File: config.mk
export PLATFORM = sky130hd
export DESIGN_NAME = ebus_xfer_seq
export DESIGN_NICKNAME = d
export VERILOG_FILES = /design/src/rtl/ebus_xfer_seq.sv
export SDC_FILE = /design/constraint.sdc
export NUM_CORES = 1
export LEC_CHECK = 0
export ABC_AREA = 1
export BUFFER_PORTS_ARGS = -buffer_cell sky130_fd_sc_hd__buf_2
export CORE_MARGIN = 5
export CORE_UTILIZATION = 54
export DETAILED_ROUTE_END_ITERATION = 7
export MAX_ROUTING_LAYER = met4
export PLACE_DENSITY = 0.85
export SYNTH_ARGS = -nofsm -noshare
export SYNTH_HDL_FRONTEND = slang
export SYNTH_SLANG_ARGS = --single-unit
File: constraint.sdc
create_clock -name clk -period 3 [get_ports clk]
set_clock_uncertainty 0.15 [all_clocks]
set_input_delay 0.6 -clock clk [delete_from_list [all_inputs] [get_ports clk]]
set_output_delay 0.6 -clock clk [all_outputs]
set_load 0.03 [all_outputs]
File: src/rtl/ebus_xfer_seq.sv
// EBUS transfer sequencer: turns one CTL transfer request into an EBUS
// setup/demand/acknowledge/release handshake and reports done, timeout and read parity.
module ebus_xfer_seq #(
  parameter int SETUP_CYCLES   = 2,
  parameter int TIMEOUT_CYCLES = 64,
  parameter int HOLD_CYCLES    = 1
) (
  input  logic        clk,
  input  logic        rst_n,
  input  logic        ctl_ebus_xfer,
  input  logic        ctl_ebus_t_to_e_en,
  input  logic        ctl_ebus_e_to_t_en,
  input  logic        ctl_ebus_parity_out,
  input  logic        ctl_ad_to_ebus_l,
  input  logic        ctl_ad_to_ebus_r,
  input  logic [35:0] ad,
  input  logic [35:0] ebus_data_in,
  input  logic        ebus_parity_in,
  input  logic        ebus_xfer_ack,
  output logic        ebus_demand,
  output logic [35:0] ebus_data_out,
  output logic [1:0]  ebus_data_oe,
  output logic        ebus_parity_out,
  output logic [35:0] rd_data,
  output logic        rd_parity_err,
  output logic        xfer_busy,
  output logic        xfer_done,
  output logic        xfer_timeout
);

  typedef enum logic [2:0] {
    S_IDLE, S_SETUP, S_DEMAND, S_WAIT_ACK, S_RELEASE, S_HOLD, S_DONE, S_ABORT
  } state_t;

  localparam logic [3:0] SETUP_LOAD = 4'(SETUP_CYCLES - 1);
  localparam logic [9:0] TMO_LOAD   = 10'(TIMEOUT_CYCLES - 1);
  localparam bit         HAS_HOLD   = (HOLD_CYCLES > 0);
  localparam logic [3:0] HOLD_LOAD  = HAS_HOLD ? 4'(HOLD_CYCLES - 1) : 4'd0;

  state_t      state_q, state_d;
  logic [3:0]  cnt_q, cnt_d;
  logic [9:0]  tmo_q, tmo_d;
  logic        wr_q, wr_d;
  logic [35:0] data_q, data_d;
  logic [1:0]  oe_q, oe_d;
  logic        par_q, par_d;
  logic [35:0] rd_data_q, rd_data_d;
  logic        perr_q, perr_d;

  always_ff @(posedge clk or negedge rst_n) begin
    if (!rst_n) begin
      state_q   <= S_IDLE;
      cnt_q     <= '0;
      tmo_q     <= '0;
      wr_q      <= 1'b0;
      data_q    <= '0;
      oe_q      <= '0;
      par_q     <= 1'b0;
      rd_data_q <= '0;
      perr_q    <= 1'b0;
    end else begin
      state_q   <= state_d;
      cnt_q     <= cnt_d;
      tmo_q     <= tmo_d;
      wr_q      <= wr_d;
      data_q    <= data_d;
      oe_q      <= oe_d;
      par_q     <= par_d;
      rd_data_q <= rd_data_d;
      perr_q    <= perr_d;
    end
  end

  // Bus drive is released on the edge that enters DONE or ABORT, so neither state drives.
  always_comb begin
    state_d   = state_q;
    cnt_d     = cnt_q;
    tmo_d     = tmo_q;
    wr_d      = wr_q;
    data_d    = data_q;
    oe_d      = oe_q;
    par_d     = par_q;
    rd_data_d = rd_data_q;
    perr_d    = perr_q;
    case (state_q)
      S_IDLE: begin
        if (ctl_ebus_xfer && (ctl_ebus_t_to_e_en || ctl_ebus_e_to_t_en)) begin
          state_d = S_SETUP;
          cnt_d   = SETUP_LOAD;
          wr_d    = ctl_ebus_t_to_e_en;
          if (ctl_ebus_t_to_e_en) begin
            data_d = ad;
            oe_d   = {ctl_ad_to_ebus_r, ctl_ad_to_ebus_l};
            par_d  = ctl_ebus_parity_out;
          end else begin
            data_d = '0;
            oe_d   = '0;
            par_d  = 1'b0;
          end
        end
      end
      S_SETUP: begin
        if (cnt_q == 4'd0) state_d = S_DEMAND;
        else               cnt_d   = cnt_q - 4'd1;
      end
      S_DEMAND: begin
        state_d = S_WAIT_ACK;
        tmo_d   = TMO_LOAD;
      end
      S_WAIT_ACK: begin
        // An acknowledge on the last timeout clock still wins over the abort.
        if (ebus_xfer_ack) begin
          state_d = S_RELEASE;
          if (!wr_q) begin
            rd_data_d = ebus_data_in;
            perr_d    = ~^{ebus_data_in, ebus_parity_in};
          end
        end else if (tmo_q == 10'd0) begin
          state_d = S_ABORT;
          data_d  = '0;
          oe_d    = '0;
          par_d   = 1'b0;
        end else begin
          tmo_d = tmo_q - 10'd1;
        end
      end
      S_RELEASE: begin
        if (!ebus_xfer_ack) begin
          if (wr_q && HAS_HOLD) begin
            state_d = S_HOLD;
            cnt_d   = HOLD_LOAD;
          end else begin
            state_d = S_DONE;
            data_d  = '0;
            oe_d    = '0;
            par_d   = 1'b0;
          end
        end
      end
      S_HOLD: begin
        if (cnt_q == 4'd0) begin
          state_d = S_DONE;
          data_d  = '0;
          oe_d    = '0;
          par_d   = 1'b0;
        end else begin
          cnt_d = cnt_q - 4'd1;
        end
      end
      S_DONE:  state_d = S_IDLE;
      S_ABORT: state_d = S_IDLE;
      default: state_d = S_IDLE;
    endcase
  end

  assign ebus_demand     = (state_q == S_DEMAND) || (state_q == S_WAIT_ACK);
  assign ebus_data_out   = data_q;
  assign ebus_data_oe    = oe_q;
  assign ebus_parity_out = par_q;
  assign rd_data         = rd_data_q;
  assign rd_parity_err   = perr_q;
  assign xfer_busy       = (state_q != S_IDLE);
  assign xfer_done       = (state_q == S_DONE);
  assign xfer_timeout    = (state_q == S_ABORT);

endmodule

==> metrics.csv, run 1 <==
stage,metric,value,unit
place,post_dp_cell_area,5628,um2
timing,worst_pin_slew,0.8646,ns
finish,num-nets-final,869,
finish,synthToLayoutAreaGrowth,23.29,%
yosys,synth.distinct_cells,28,
pwr,internal_power,2896,uW
yosys,yosysWarnings,0,
die,die_area,10750,um2
clock_network,path_clk_slew,0.10,ns
pwr,sequentialPowerShare,0.339,
yosys,yosys_register_bits,94,
timing,fmax,385.1,MHz
timing,hold_violations,0,
grt,antenna_found_initial,0,
routing,viasPerCell,5.170,
pwr,switchingPower,2872,uW
die,die_w,103.7,um
grt,grt_pass1_wl,20760,um
die,initial_core_util,0.5487,
pwr,total_power,5768,uW
pwr,switching_share,0.4979,
pwr,pwr_density_cell,987.3,nW/um2
clock_network,cts_made_buffers,9,
grt,overflow,0,
worst_setup_path,critical_path_class,reg2out,
clock_network,clock_latency,0.35,ns
grt,grt_util_all_layers,0.2324,
job,maxCapViolCount,0,
finish,layout-drive-gt1-share,0.2494,
clock_network,clockRootBuffer,clkbuf_8,
pwr,ir_drop,0.6149,mV
clock_network,cts_tree,built,
routing,ant_nets,0,
pwr,p_comb_frac,0.508,
place,port_buffers,161,
worst_setup_path,start_kind,register,
clock_network,cts_resized,0,
yosys,syn_nets,713,
die,die_h,103.7,um
routing,dr.pass1.iters,4,
timing,min_period_over_period,0.8655,
timing,fin_tns_setup,0,ns
yosys,synth_compound_area_frac,0.09665,
timing,drv_slew,0,
yosys,synth_edf_count,0,
clock_network,clk_path_buf_depth,2,
finish,final_area,5842,um2
clock_network,post_cts_buffers,0,
timing,maxSlewHeadroom,0.4228,
clock_network,ctsHoldBuffers,0,
yosys,yosysSeqAreaShare,0.4964,
yosys,netlist_area,4738,um2
die,rows,34,
worst_setup_path,crit_required,2.25,ns
timing,rsz0062_at_grt,false,
yosys,synth-async-reset-ratio,1.000,
worst_setup_path,cp.arrival,1.85,ns
clock_network,clock-sinks,94,
place,routabilityCongestion,0.8932,
routing,wl,12050,um
finish,n_fill_cell,745,
grt,grt_pass1_vias,4640,
timing,hold_ws,0.08951,ns
timing,finalCriticalPeriod,2.597,ns
status,status,finished clean,
clock_network,htreeDepth,3,
pwr,leakage,0.003434,uW
yosys,ys.flop_type,dfrtp_1,
worst_setup_path,endpoint_kind,primary output,
finish,antenna_cells,0,
die,core-area,8636,um2
yosys,synth-simple-area-share,0.3029,
yosys,syn-instance-count,629,
yosys,synth_top_family_by_area,simple AND/OR/NAND/NOR gates,
timing,setup_viol,0,
routing,drtIter0Drc,163,
worst_setup_path,worstPathMaxFanout,6,
min_path,worstHoldPathType,in2async,
grt,grt_max_degree,58,
routing,via_count,4643,
pwr,p_clk_frac,0.154,
routing,avgRoutedWirePerCell,13.41,um
routing,drc_errors,0,
place,hpwl,9189,um
yosys,synthAdderAreaFrac,0.005281,
die,io-pin-count,162,
yosys,syn_avg_cell_area,7.533,um2
yosys,synthXorXnorAreaFrac,0.03327,
yosys,synth.area.mux_share,0,
Yosys cell counts (3+ instances only):
cell      count  area (um2)
a21oi_1       7       35.03
xor2_1        8       70.07
nor2_1       14       52.55
nand3_1      55       275.3
dfrtp_1      94        2352
o21ai_1      28       140.1
buf_2        11       55.05
nor3_1        8       40.04
o31ai_1       3       22.52
inv_1        47       176.4
nand2_1     265       994.7
xnor2_1      10       87.58
inv_2         6       22.52
nand4_1       4       25.02
clkbuf_1     10       37.54
o21ai_0      45       225.2
metrics by stage:
stage	worst slack (ns)	utilization	instances
after floorplan	1.023	-	629
after global placement	0.7348	0.6517	882
after detailed placement	0.5981	0.6517	882
after CTS	0.3970	0.6765	898
after global routing	0.2224	0.6765	898
final	0.4034	0.6765	898
area by class of cell:
type                       count  area (um2)  share of cell area
clock buffer                   9       123.9             0.02120
sequential                    94        2352              0.4027
clock inverter                 7       90.09             0.01542
tap                          108       135.1             0.02313
timing repair buffer         168       860.8              0.1474
inverter                      53       198.9             0.03405
multi-input combinational    459        2081              0.3562
cells by family after synthesis:
kind of cell	count (synthesis)
DFF	94
adders and majority gates	2
buffers and inverters	76
xor gates and xnor gates	18
and+or+nand+nor	352
AOI/OAI and AO/OA	87
power groups by stage:
| stage | sequential, uW | combinational (uW) | clock [uW] |
|---|---|---|---|
| 6_report | 1950 | 2930 | 887 |
| 5_1_grt | 2000 | 3240 | 954 |
| 4_1_cts | 1950 | 2950 | 912 |
| 3_5_place_dp | 1960 | 2950 | 0 |
| 3_3_place_gp | 1960 | 2850 | 0 |
| 2_1_floorplan | 2680 | 1380 | 0 |
layout by cell type, fill, tap and decap left out, types with 2 or more instances in the layout:
master	instances
a21oi_1	7
buf_2	160
buf_4	8
clkbuf_8	9
clkinv_4	2
dfrtp_1	94
ha_1	2
inv_1	47
inv_2	6
inv_6	3
nand2_1	265
nand3_1	55
nand4_1	4
nor2_1	14
nor2_2	2
nor3_1	7
nor3_2	2
o21ai_0	45
o21ai_1	28
o31ai_1	3
xnor2_1	10
xor2_1	8
registers in the layout, indices dropped and copies added, names as in the netlist:
name,cells
ebus_parity_out,1
rd_parity_err,1
cnt_q,4
rd_data,36
tmo_q,10
state_q,3
ebus_data_oe,2
wr_q,1
ebus_data_out,36
worst max-delay path, stage by stage, from the launching register on:
cell and delay, ns:
dfrtp_1 0.46, nor2_1 0.14, inv_1 0.07, nor2_1 0.30
inv_1 0.21, nand2_1 0.12, buf_2 0.20
final timing paths:
path | from | end | slack (ns) | cells past startpoint
setup / recovery | state_q[2] | ebus_demand | 0.40 | 6
hold / removal | rst_n | ebus_data_out[18] | 0.09 | 1
setup reg to reg | state_q[2] | rd_data[33] | 0.59 | 6
hold reg to reg | rd_data[19] | rd_data[19] | 0.34 | 2
max in group asynchronous | rst_n | ebus_data_out[2] | 1.90 | 2
min in group clk | ad[11] | ebus_data_out[11] | 0.30 | 3
metal layers:
metal	routed length, um	GRT usage
met3	1014	0.06157
met1	4884	0.2719
met4	213	0.07308
met2	5932	0.3921
met5	0	-
No activity file was read; power rests on OpenSTA's default activity.
==> inputs of run 2 (changes only) <==
--- a/config.mk
+++ b/config.mk
@@ -5,12 +5,10 @@
 export SDC_FILE = /design/constraint.sdc
 export NUM_CORES = 1
 export LEC_CHECK = 0
-export ABC_AREA = 1
 export BUFFER_PORTS_ARGS = -buffer_cell sky130_fd_sc_hd__buf_2
 export CORE_MARGIN = 5
-export CORE_UTILIZATION = 54
+export CORE_UTILIZATION = 53
 export DETAILED_ROUTE_END_ITERATION = 7
-export MAX_ROUTING_LAYER = met4
 export PLACE_DENSITY = 0.85
 export SYNTH_ARGS = -nofsm -noshare
 export SYNTH_HDL_FRONTEND = slang
==> run 2 against run 1 <==
Effect of this change: setup slack improved by 0.049 ns; sequential share of layout area rose by 3.1 points; clock power fell by 2.7%; die area is 6.8% lower; final area decreased by 7.2%; non-clock buffer count is 1 lower; total power up 7.0%; largest cell class unchanged; clock-buffer cell count stayed put; critical path depth unchanged.
==> metrics.csv, run 2 <==
stage,metric,value,unit
die,rows,32,
routing,avgRoutedWirePerCell,14.94,um
yosys,synth.distinct_cells,37,
yosys,synth_edf_count,0,
die,die_h,100.1,um
worst_setup_path,r2r-start,tmo_q[6],
yosys,synthXorXnorAreaFrac,0.08871,
worst_setup_path,cp.arrival,2.63,ns
status,status,finished clean,
yosys,synthAdderAreaFrac,0.005817,
grt,antenna_found_initial,0,
pwr,p_clk_frac,0.140,
yosys,yosysSeqAreaShare,0.5468,
clock_network,cts_resized,0,
timing,setup_viol,0,
place,port_buffers,161,
finish,synthToLayoutAreaGrowth,26.00,%
grt,grt_max_degree,55,
pwr,ir_drop,0.6477,mV
yosys,yosys.area.top_type,dfrtp_1,
place,hpwl,7693,um
clock_network,post_cts_buffers,0,
clock_network,cts_tree,built,
yosys,synth_top_family_by_area,simple AND/OR/NAND/NOR gates,
die,io-pin-count,162,
clock_network,clockRootBuffer,clkbuf_8,
clock_network,htreeDepth,3,
yosys,ys.flop_type,dfrtp_1,
timing,fmax,392.5,MHz
clock_network,path_clk_slew,0.10,ns
pwr,total_power,6170,uW
yosys,synth_common_cells,"94 x dfrtp_1, 94 x nand2_1, 36 x mux2_2, 33 x xnor2_1, 29 x o21ai_0",
die,core-area,7807,um2
worst_setup_path,endpoint_kind,register,
finish,layout_common_cells,"160 x buf_2, 94 x nand2_1, 94 x dfrtp_1",
yosys,syn_avg_cell_area,10.42,um2
clock_network,clk_path_buf_depth,2,
die,die_w,100.1,um
finish,antenna_cells,0,
routing,viasPerCell,5.176,
worst_setup_path,crit_required,3.08,ns
clock_network,cts_made_buffers,9,
grt,grt_util_all_layers,0.2008,
timing,drv_slew,0,
grt,grt_pass1_wl,16340,um
pwr,switchingPower,2902,uW
timing,maxSlewHeadroom,0.5640,
yosys,syn_nets,497,
timing,rsz0062_at_grt,false,
place,routabilityCongestion,0.7963,
routing,drtIter0Drc,129,
grt,overflow,0,
finish,multi_input_area,1821,um2
yosys,synth-simple-area-share,0.1385,
timing,min_period_over_period,0.8493,
finish,num-nets-final,653,
finish,layout-drive-gt1-share,0.3902,
timing,finalCriticalPeriod,2.548,ns
die,initial_core_util,0.5510,
yosys,netlist_area,4302,um2
timing,fin_tns_setup,0,ns
yosys,yosysWarnings,0,
routing,dr.pass1.iters,6,
worst_setup_path,r2r.worst_path.cells,6,
worst_setup_path,worstPathMaxFanout,54,
pwr,sequentialPowerShare,0.358,
worst_setup_path,reg2reg_to,ebus_data_out[9],
worst_setup_path,start_kind,register,
pwr,pwr_density_cell,1138,nW/um2
pwr,p_comb_frac,0.502,
clock_network,ctsHoldBuffers,0,
yosys,yosys_register_bits,94,
routing,via_count,3499,
die,die_area,10020,um2
min_path,worstHoldPathType,in2async,
grt,grt_pass1_vias,3429,
pwr,switching_share,0.4703,
routing,ant_nets,0,
finish,utilization,0.6942,
clock_network,clock-sinks,94,
worst_setup_path,cp-startpoint,tmo_q[6],
yosys,synth_top_area_share,0.5468,
timing,hold_violations,0,
job,maxCapViolCount,0,
yosys,syn-instance-count,413,
routing,wl,10100,um
yosys,synthTopCellsByArea,"dfrtp_1 55%, mux2_2 9.4%, nand2_1 8.2%, xnor2_1 6.7%, o21ai_0 3.4%",
routing,drc_errors,0,
finish,seqCellArea,2352,um2
yosys,synth-async-reset-ratio,1.000,
clock_network,clock_latency,0.35,ns
worst_setup_path,critical_path.endpoint,ebus_data_out[9],
worst_setup_path,reg2reg_slack,0.45,ns
finish,n_fill_cell,593,
finish,final_common_cell,buf_2,
pwr,internal_power,3268,uW
pwr,leakage,0.002707,uW
yosys,synth_compound_area_frac,0.08988,
yosys,synth.area.mux_share,0.09657,
timing,worst_pin_slew,0.6540,ns
worst_setup_path,critical_path_class,reg2reg,
==> run 2: cell count changes in the layout (fill, tap and decap cells not counted), moves of 5 or more <==
cell	previous run	this run
xnor2_1	10	33
o21ai_0	45	29
nand3_1	55	4
mux2_2	0	36
nand2_1	265	94
o21ai_1	28	21
inv_2	6	1
inv_1	47	9
nand2b_1	0	6
==> run 2: worst min-delay path by stage <==
stage                                  from                 to  slack (ns)
after floorplan                       rst_n           cnt_q[0]        0.15
after global placement    ebus_data_out[30]  ebus_data_out[30]        0.31
after detailed placement   ebus_data_out[7]   ebus_data_out[7]        0.32
after CTS                             rst_n           cnt_q[1]        0.11
after global routing                  rst_n           cnt_q[3]        0.14
final                                 rst_n           cnt_q[1]         0.1
==> run 2: metrics by stage <==
step | instance area [um2] | setup slack, ns | std cells | hold slack (ns)
2_1_floorplan | 4302 | 0.8000 | 413 | 0.1544
3_3_place_gp | 5216 | 0.5594 | 660 | 0.3103
3_5_place_dp | 5216 | 0.4675 | 660 | 0.3214
4_1_cts | 5420 | 0.4510 | 676 | 0.1121
5_1_grt | 5420 | 0.2775 | 676 | 0.1368
6_report | 5420 | 0.4522 | 676 | 0.09587
==> run 2: power by group through the flow <==
stage                     clock network, uW  logic [uW]  registers [uW]
after floorplan                           0        1310            3100
after detailed placement                  0        3140            2210
after global routing                    934        3360            2280
final                                   863        3100            2210
after global placement                    0        3040            2190
after CTS                               885        3140            2200
==> run 2: critical path: stages (launching register included) <==
cell,delay [ns]
dfrtp_1,0.41
or4_4,0.58
nor4b_4,0.44
o221ai_4,0.37
buf_12,0.30
nand2_1,0.08
o21ai_0,0.08
==> run 2: kinds of logic (layout without fill, tap and decap cells) <==
logic type	after synthesis	after routing
multiplexers	37	37
adder cells (fa/ha/maj)	2	2
flip-flops	94	94
buffers and inverters	32	193
AO/OA/AOI/OAI	69	69
XOR/XNOR	42	42
AND/OR/NAND/NOR	137	137
==> run 2: layout make-up <==
cell class              count  share of cell area
repair buffers            167              0.1620
well taps                 102             0.02355
clock buffers               9             0.02285
clock inverters             7             0.01477
flip-flops and latches     94              0.4340
multi-input cells         287              0.3359
inverters                  10            0.006925
==> run 2: metal layers <==
layer	global-route usage	wire length (um)	vias to the layer above
li1	-	-	1692
met1	0.2680	4361	1655
met2	0.3350	4828	140
met4	0.05285	90	0
met3	0.04309	822	12
met5	0	0	-
==> inputs of run 3 (changes only) <==
--- a/config.mk
+++ b/config.mk
@@ -5,11 +5,12 @@
 export SDC_FILE = /design/constraint.sdc
 export NUM_CORES = 1
 export LEC_CHECK = 0
+export ABC_AREA = 1
 export BUFFER_PORTS_ARGS = -buffer_cell sky130_fd_sc_hd__buf_2
 export CORE_MARGIN = 5
-export CORE_UTILIZATION = 53
+export CORE_UTILIZATION = 51
 export DETAILED_ROUTE_END_ITERATION = 7
-export PLACE_DENSITY = 0.85
+export PLACE_DENSITY = 0.81
 export SYNTH_ARGS = -nofsm -noshare
 export SYNTH_HDL_FRONTEND = slang
 export SYNTH_SLANG_ARGS = --single-unit
==> constraint.sdc (replaced) <==
create_clock -name clk -period 2.6 [get_ports clk]
set_clock_uncertainty 0.15 [all_clocks]
set_input_delay 0.52 -clock clk [delete_from_list [all_inputs] [get_ports clk]]
set_output_delay 0.52 -clock clk [all_outputs]
set_load 0.03 [all_outputs]
==> run 3 against run 2 <==
Effect of this change: die area grew 13%; combinational power is 9.0% higher; routed wire length increased by 21%; worst hold slack lost 0.075 ns; largest power group unchanged.
==> metrics.csv, run 3 (synthesis gave the netlist of run 1 again) <==
stage,metric,value,unit
clock_network,cts_made_buffers,9,
timing,min_period_over_period,0.9361,
clock_network,clk_path_buf_depth,2,
routing,avgRoutedWirePerCell,13.62,um
routing,viasPerCell,5.173,
die,die_area,11320,um2
routing,wl,12260,um
grt,grt_pass1_wl,20390,um
grt,overflow,0,
finish,layout-drive-gt1-share,0.2484,
finish,final_area,5827,um2
grt,grt_pass1_vias,4599,
place,hpwl,9095,um
worst_setup_path,start_kind,register,
routing,dr.pass1.iters,5,
finish,layout_common_cells,"265 x nand2_1, 160 x buf_2, 94 x dfrtp_1",
status,status,finished clean,
timing,rsz0062_at_grt,false,
worst_setup_path,crit_required,1.93,ns
worst_setup_path,worstPathMaxFanout,6,
clock_network,cts_resized,0,
clock_network,htreeDepth,3,
timing,maxSlewHeadroom,0.4299,
clock_network,clock_latency,0.36,ns
pwr,ir_drop,0.5938,mV
routing,drtIter0Drc,185,
pwr,leakage,0.003421,uW
worst_setup_path,cp.arrival,1.76,ns
timing,setup_viol,0,
worst_setup_path,r2r-start,tmo_q[0],
clock_network,clockRootBuffer,clkbuf_8,
timing,fin_tns_setup,0,ns
routing,ant_nets,0,
worst_setup_path,cp-startpoint,state_q[2],
worst_setup_path,r2r.worst_path.cells,11,
routing,drc_errors,0,
finish,final_common_cell,nand2_1,
die,rows,35,
clock_network,path_clk_slew,0.10,ns
place,routabilityCongestion,0.9425,
worst_setup_path,endpoint_kind,primary output,
die,die_h,106.4,um
timing,fmax,410.9,MHz
finish,antenna_cells,0,
die,initial_core_util,0.5177,
clock_network,cts_tree,built,
grt,grt_util_all_layers,0.2194,
grt,antenna_found_initial,0,
grt,grt_max_degree,95,
timing,hold_violations,0,
finish,synthToLayoutAreaGrowth,22.97,%
die,die_w,106.4,um
place,post_dp_cell_area,5637,um2
pwr,pwr_density_cell,1127,nW/um2
clock_network,ctsHoldBuffers,0,
timing,worst_pin_slew,0.8539,ns
worst_setup_path,reg2reg_slack,0.35,ns
worst_setup_path,critical_path_class,reg2out,
timing,finalCriticalPeriod,2.434,ns
clock_network,clock-sinks,94,
clock_network,post_cts_buffers,0,
timing,drv_slew,0,
min_path,worstHoldPathType,in2async,
finish,n_fill_cell,804,
die,io-pin-count,162,
routing,via_count,4656,
finish,num-nets-final,868,
place,port_buffers,161,
job,maxCapViolCount,0,
die,core-area,9153,um2
## run 3: final timing paths
path / end
worst max-delay path: ebus_demand
worst min-delay path: ebus_data_out[2]
worst max register to register: ebus_data_out[28]
worst min register to register: rd_data[19]
max in group asynchronous: tmo_q[6]
min in group clk: ebus_data_out[30]
## run 3: area by class of cell
cell class,instances,area [um2],area share
Timing Repair Buffer,167,865.8,0.1486
Multi-Input combinational cell,459,2081,0.3571
Sequential cell,94,2352,0.4037
Tap cell,111,138.9,0.02384
Clock inverter,7,66.31,0.01138
Inverter,53,198.9,0.03414
Clock buffer,9,123.9,0.02126
## run 3: through the flow
step	utilization	setup WS, ns	total power [uW]	instances	hold slack [ns]
after floorplan	-	0.6233	4689	629	0.07441
after global placement	0.6159	0.4407	5541	884	0.3022
after detailed placement	0.6159	0.3927	5655	884	0.3045
after CTS	0.6366	0.1526	6609	900	0.05178
after global routing	0.6366	0.03445	7044	900	0.06819
final	0.6366	0.1662	6566	900	0.02123
## run 3: layer usage
| layer | vias to the layer above | GRT usage | routed length [um] |
|---|---|---|---|
| met4 | 0 | 0.07771 | 299 |
| li1 | 2314 | - | - |
| met5 | - | 0 | 0 |
| met3 | 28 | 0.07165 | 1038 |
| met1 | 2127 | 0.2555 | 4980 |
| met2 | 187 | 0.3783 | 5941 |
## run 3: critical path, cell delays in order (launching register included)
cell and delay [ns]:
dfrtp_1 0.45, nor2_1 0.13, inv_1 0.06, nor2_1 0.25, inv_1 0.18, nand2_1 0.13, buf_2 0.20
## run 3: power by group
group / internal, uW / switching [uW] / leakage (uW)
registers: 1970 / 287 / 0.00120
clock network: 369 / 569 / 0.0000949
logic: 912 / 2460 / 0.00213
total: 3250 / 3320 / 0.00342
